<file path="src/rtl/acc_file.sv">
// acc_file: a bank of NUM_ACC signed accumulators, each WIDTH bits wide,
// with one valid bit per entry. One entry (wr_idx) can be cleared or loaded
// per clock. A load takes one of four sources: the sign-extended immediate,
// register data, the ALU result, or an immediate shift-in. The shift-in
// source builds a full-width constant over several instructions. The read
// port is purely combinational from the stored entries and has no
// write-to-read bypass.
//
// Ports:
//   clk        rising-edge clock
//   clb        synchronous active-low reset
//   load_acc   load entry wr_idx from the source chosen by sel_acc
//   clr_acc    clear entry wr_idx (wins over load_acc)
//   sel_acc    00 immediate, 01 data_in, 10 alu_out, 11 shift-in
//   wr_idx     entry written by load/clear
//   rd_idx     entry presented on acc_out
//   data_in    register file data
//   alu_out    ALU result
//   immediate  immediate field
//   acc_out    contents of entry rd_idx (0 if rd_idx is out of range)
//   acc_zero   acc_out == 0
//   acc_neg    sign bit of acc_out
//   acc_valid  entry rd_idx has been loaded since the last reset/clear
module acc_file #(
  parameter int WIDTH   = 8,
  parameter int IMM_W   = 4,
  parameter int NUM_ACC = 2,
  localparam int IDX_W  = (NUM_ACC > 1) ? $clog2(NUM_ACC) : 1
) (
  input  logic              clk,
  input  logic              clb,
  input  logic              load_acc,
  input  logic              clr_acc,
  input  logic [1:0]        sel_acc,
  input  logic [IDX_W-1:0]  wr_idx,
  input  logic [IDX_W-1:0]  rd_idx,
  input  logic [WIDTH-1:0]  data_in,
  input  logic [WIDTH-1:0]  alu_out,
  input  logic [IMM_W-1:0]  immediate,
  output logic [WIDTH-1:0]  acc_out,
  output logic              acc_zero,
  output logic              acc_neg,
  output logic              acc_valid
);

  typedef enum logic [1:0] {
    SRC_IMM   = 2'b00,
    SRC_DATA  = 2'b01,
    SRC_ALU   = 2'b10,
    SRC_SHIFT = 2'b11
  } src_e;

  logic [WIDTH-1:0]   acc_q [NUM_ACC];
  logic [NUM_ACC-1:0] valid_q;

  logic [WIDTH-1:0]   wr_old;
  logic [WIDTH-1:0]   imm_sext;
  logic [WIDTH-1:0]   imm_zext;
  logic [WIDTH-1:0]   src_val;

  // Current contents of the entry being written; the shift-in source
  // always builds on this, independent of which entry is being read.
  // An out-of-range wr_idx matches no entry, so nothing is selected.
  always_comb begin
    wr_old = '0;
    for (int i = 0; i < NUM_ACC; i++) begin
      if (wr_idx == IDX_W'(i)) begin
        wr_old = acc_q[i];
      end
    end
  end

  assign imm_sext = {{(WIDTH-IMM_W){immediate[IMM_W-1]}}, immediate};
  assign imm_zext = {{(WIDTH-IMM_W){1'b0}}, immediate};

  // Shift-in silently discards the bits pushed off the top.
  always_comb begin
    src_val = imm_sext;
    case (src_e'(sel_acc))
      SRC_IMM:   src_val = imm_sext;
      SRC_DATA:  src_val = data_in;
      SRC_ALU:   src_val = alu_out;
      SRC_SHIFT: src_val = (wr_old << IMM_W) | imm_zext;
      default:   src_val = imm_sext;
    endcase
  end

  // Only the addressed entry is touched; an out-of-range wr_idx matches
  // no entry, so clear and load are dropped for it.
  always_ff @(posedge clk) begin
    if (!clb) begin
      for (int i = 0; i < NUM_ACC; i++) begin
        acc_q[i]   <= '0;
        valid_q[i] <= 1'b0;
      end
    end else begin
      for (int i = 0; i < NUM_ACC; i++) begin
        if (wr_idx == IDX_W'(i)) begin
          if (clr_acc) begin
            acc_q[i]   <= '0;
            valid_q[i] <= 1'b0;
          end else if (load_acc) begin
            acc_q[i]   <= src_val;
            valid_q[i] <= 1'b1;
          end
        end
      end
    end
  end

  // An out-of-range rd_idx reads as an empty, zero entry.
  always_comb begin
    acc_out   = '0;
    acc_valid = 1'b0;
    for (int i = 0; i < NUM_ACC; i++) begin
      if (rd_idx == IDX_W'(i)) begin
        acc_out   = acc_q[i];
        acc_valid = valid_q[i];
      end
    end
  end

  assign acc_zero = (acc_out == '0);
  assign acc_neg  = acc_out[WIDTH-1];

endmodule
</file>
<file path="config.mk">
export PLATFORM = sky130hd
export DESIGN_NAME = acc_file
export DESIGN_NICKNAME = d
export VERILOG_FILES = /design/src/rtl/acc_file.sv
export SDC_FILE = /design/constraint.sdc
export NUM_CORES = 1
export LEC_CHECK = 0
export ABC_AREA = 1
export BUFFER_PORTS_ARGS = -buffer_cell sky130_fd_sc_hd__buf_2
export CELL_PAD_IN_SITES_DETAIL_PLACEMENT = 1
export CELL_PAD_IN_SITES_GLOBAL_PLACEMENT = 2
export CORE_AREA = 8 8 73 75
export CTS_BUF_LIST = sky130_fd_sc_hd__clkbuf_4 sky130_fd_sc_hd__clkbuf_8
export DETAILED_ROUTE_END_ITERATION = 8
export DIE_AREA = 0 0 81 83
export HOLD_SLACK_MARGIN = 0.05
export PLACE_DENSITY_LB_ADDON = 0.08
export SYNTH_ARGS = -nofsm -noshare
export SYNTH_HDL_FRONTEND = slang
export SYNTH_SLANG_ARGS = --single-unit
</file>
<file path="constraint.sdc">
create_clock -name clk -period 1.3 [get_ports clk]
set_clock_uncertainty 0.2 [all_clocks]
set_input_delay 0.065 -clock clk [delete_from_list [all_inputs] [get_ports clk]]
set_output_delay 0.065 -clock clk [all_outputs]
set_load 0.02 [all_outputs]
</file>
After elaboration in Yosys (flattened, before gate mapping)
Memory sizes are Yosys's and may differ from the RTL's.
Index checks and enable logic that the tools add are counted.

storage, ports and cells
  register bits = 2
  memory bits (writable) = 16
  bits of input ports = 28
  output and inout port bits = 11
  memories = 1

memories
  memory  depth  width  rd ports  clocked after Yosys merged registers in  write ports  line  source
  acc_q   2      8      2         0                                        2            53    logic [WIDTH-1:0] acc_q [NUM_ACC];

cells by class
  eq/ne operators = 3
  mux-type cells = 26
  bitwise gates (word level) = 6
  reduce and logical (&&, ||, !) cells = 5

operators with widths
  cell                  number
  $mux W8               5
  $pmux W8 S4           1
  $mux W1               19
  $logic_not A8 Y1      1
  $or A8 B4 Y8          1
  $eq A2 B2 Y1 const B  2
  $mux W4               1
  $or A1 B1 Y1          4
  $reduce_and A2 Y1     2
  $eq A2 B1 Y1 const B  1
  $logic_not A2 Y1      1
  $reduce_bool A2 Y1    1
  $not A1 Y1            1

Longest topological paths before layout
  depth in word-level cells = 6
  mapped depth = 7
  depth with buffers taken out = 7

Worst setup path after synthesis
No wires, ideal clock.

  kind = reg2out
  start = mem acc_q[1][7]
  end = out acc_zero
  arrival = 1.204 ns
  data required time = 1.035 ns
  path slack = -0.169 ns
  cell stages (with the launch flop) = 6
  cells stage by stage = edfxtp_1 -> nand2_1 -> o21ai_0 -> nor2_1 -> nand2_1 -> nor2_1

RTL lines
  item                line  source
  start: declaration  53
  end: declaration    41    output logic acc_zero,

==> impl_results.md <==
- Status: finished with violations
- Violated checks: negative setup slack
- Rel. slew slack: 0.7507
- GRT Util Overall: 0.09670
- Distinct cell type count after synthesis: 15
- Power per cell area: ~930 mW/mm2
- Post-synthesis compound-gate area fraction: 0.09060
- Max Fclk: approximately 0.65 GHz
- Initial antenna violation count: 0
- XOR/XNOR share of the synthesized area: 0
- Most frequent cells in the layout: 51 x nand2_1, 34 x buf_2, 24 x inv_1
- Worst Hold Class: input port to flop
- Int Pwr: between 0.001 and 0.0015 W
- Main combinational cell family by area after synthesis: simple AND/OR/NAND/NOR gates
- #FFs+latches synth: 18
- CP max-delay cell: edfxtp_1
- Area share of the largest cell type after synthesis: 0.4349
- CTS tree: built
- Initial Utilization: 0.2628
- Hpwl dp: ~2.7 mm
- Drt via density: between 4 and 5
- Adder-Cell Fraction of Synth Area: 0
- Setup Slack @ Placement: -47.77 ps
- Crit Path Category: flop to output pin
- Root Driver: clkbuf_8
- Worst path arrival time: 1280 ps
- Net Sw Power: a little over 0.0004 W
- Critical path fanouts, max: 2
- Switching part of the total: 0.2758
- VDD IR max: 0.0003312 V
- Crit path cell chain: nand2_1 > o21ai_2 > nor2_1 > nand2_1 > nor2_2 > buf_6
- IO Pins: 39
- Largest net degree at the start of global routing: 19
- Vias in the first global route: 1242
- Die W: between 80 and 90 um
- Syn-to-layout area delta: 45.87%
- Final core occ: 0.3833
- Die H: between 80 and 90 um
- Routed len/inst: about 12 um
- Diode count: 0
- R2r setup slk: -40 ps
- Startpoint types: flop
- Skew-Pair Late Insertion Delay: ~260 ps
- Sequential element share of the synthesized area: 0.4711
- Most common library cell in the layout ignoring fill and taps: nand2_1
- CTS H-tree lvls: 1
- Sequential share of power: 0.456
- Mux share of post-synthesis cell area: 0
- Setup violators final: 3
- Max clock buf depth: 2
- Mean Syn Cell Area: between 7 and 8 um2
- Final WL: 3.173 mm
- GRT Residual Overflow: 0
- Cell count after synthesis: 157
- Final Max Tran Viols: 0
- Routability cong.: slightly above 0.7
- Synth Net Count: 185
- CTS clock-pin slew for the worst setup and hold paths: 70 ps
- # Max-Cap Violations: 0
- First-pass GRT wire length: around 5.2 mm
- Syn. warnings: 0
- Slowest stage delay, CP: roughly 410 ps
- # port buffers: 38
- Yosys top cell by area: edfxtp_1
- Cts bufs inserted: 3
- Post-Synth Simple-Gate Area: 0.3035
- Die area: 0.006723 mm2
- Post-layout net count: 240
- Critical Path Most Common Cell: nand2_1
- Antenna-violating nets left: 0
- Netlist Area Pre-Place: 0.001105 mm2
- Comb pwr share: 0.236
- Worst-Margin Slew: approximately 370 ps
- Total core area: ~0.0042 mm2
- Num Clock Sinks: 18
- Final hold viol count: 0
- Tcrit/Tclk final: 1.190
- FP Rows: 24
- Fin worst setup slack: -247.5 ps
- RSZ-0062 raised after global routing: true
- Critical Path Sink Type: output pin
- Crit path time final: 1547 ps
- Critical Path RT: ~1000 ps
- Share of layout cells above drive strength 1: 0.3412
- Pre-Repair DR Iteration Count: 4
- DR vias: around 1200
- DR iter-0 viols: 12
- Ranking of synthesized cells by area: edfxtp_1 43%, nand2_1 19%, inv_1 9.2%
- P_leak: 0.8447 nW
- Clock Power Share: 0.308
- DRC viols: 0
-- kinds of logic (layout without fill, tap and decap cells) --
logic type | count (synthesis) | count (layout)
and+or+nand+nor | 81 | 81
AOI/OAI and AO/OA | 20 | 20
buffers and inverters | 38 | 92
DFF | 18 | 18
-- power groups by stage --
stage	Sequential [W]	Combinational, W	Clock (W)
floorplan	0.000688	0.000174	0
global placement	0.000691	0.000295	0
detailed placement	0.000692	0.000302	0
CTS	0.000680	0.000334	0.000464
global route	0.000684	0.000395	0.000484
finish	0.000680	0.000352	0.000459
-- what timing repair did --
| action | 4_1_cts | 5_1_grt |
|---|---|---|
| pin swaps | 4 | 3 |
| cloned | 0 | 0 |
| hold buffers | 9 | 0 |
| endpoints found under the setup margin | 3 | 16 |
| hold endpoints to repair | 9 | 0 |
| buffers inserted | 0 | 1 |
| gates resized for setup | 6 | 18 |
-- critical path, delay by kind of cell (launching register included) --
| kind | cells | cell delay, ps |
|---|---|---|
| flops | 1 | 410 |
| simple gates | 4 | 410 |
| buf+inv | 1 | 120 |
| compound gates | 1 | 80 |
-- through the flow --
step / setup TNS (ps) / hold slack [ps] / area, um2 / cells / power [W]
final: -330.2 / 49.45 / 1612 / 263 / 0.001492
after global routing: -926.5 / 94.59 / 1612 / 263 / 0.001563
after CTS: -242.8 / 51.93 / 1548 / 262 / 0.001478
after detailed placement: -47.77 / 154.2 / 1383 / 249 / 0.0009944
after global placement: -41.90 / 141.7 / 1383 / 249 / 0.0009859
after floorplan: 0 / -0.5495 / 1107 / 157 / 0.0008629
-- state kept, by name (all words and copies together) (netlist names) --
name,cells
acc_q,16
valid_q,2
-- final timing paths --
| kind | from | end | cells past startpoint |
|---|---|---|---|
| worst max register to register | acc_q[1][3] | acc_q[0][7] | 7 |
| worst min-delay path | alu_out[2] | acc_q[0][2] | 5 |
| worst min register to register | valid_q[1] | valid_q[1] | 2 |
| worst max-delay path | acc_q[1][3] | acc_zero | 6 |
-- cell usage after synthesis (all sizes together) --
| master | n |
|---|---|
| edfxtp | 16 |
| buf | 3 |
| a21oi | 8 |
| nor2 | 7 |
| nand2 | 55 |
| inv | 30 |
| clkinv | 5 |
| o21ai | 12 |
| dfxtp | 2 |
| nand4 | 2 |
| nand3 | 17 |
-- layout make-up --
| type | instances | area (um2) |
|---|---|---|
| Timing Repair Buffer | 53 | 342.8 |
| Sequential cell | 18 | 520.5 |
| Fill cell | 543 | 2592 |
| Clock buffer | 4 | 55.05 |
| Tap cell | 52 | 65.06 |
| Inverter | 35 | 131.4 |
| Multi-Input combinational cell | 101 | 496.7 |
-- layer usage --
layer  GRT usage  vias up  wire length, um
met5           0        -                0
met4     0.05041        0               55
met3     0.01293        5              138
met2      0.1730       30             1639
met1      0.1052      531             1340
li1            -      602                -
No activity file was read; power rests on OpenSTA's default activity.
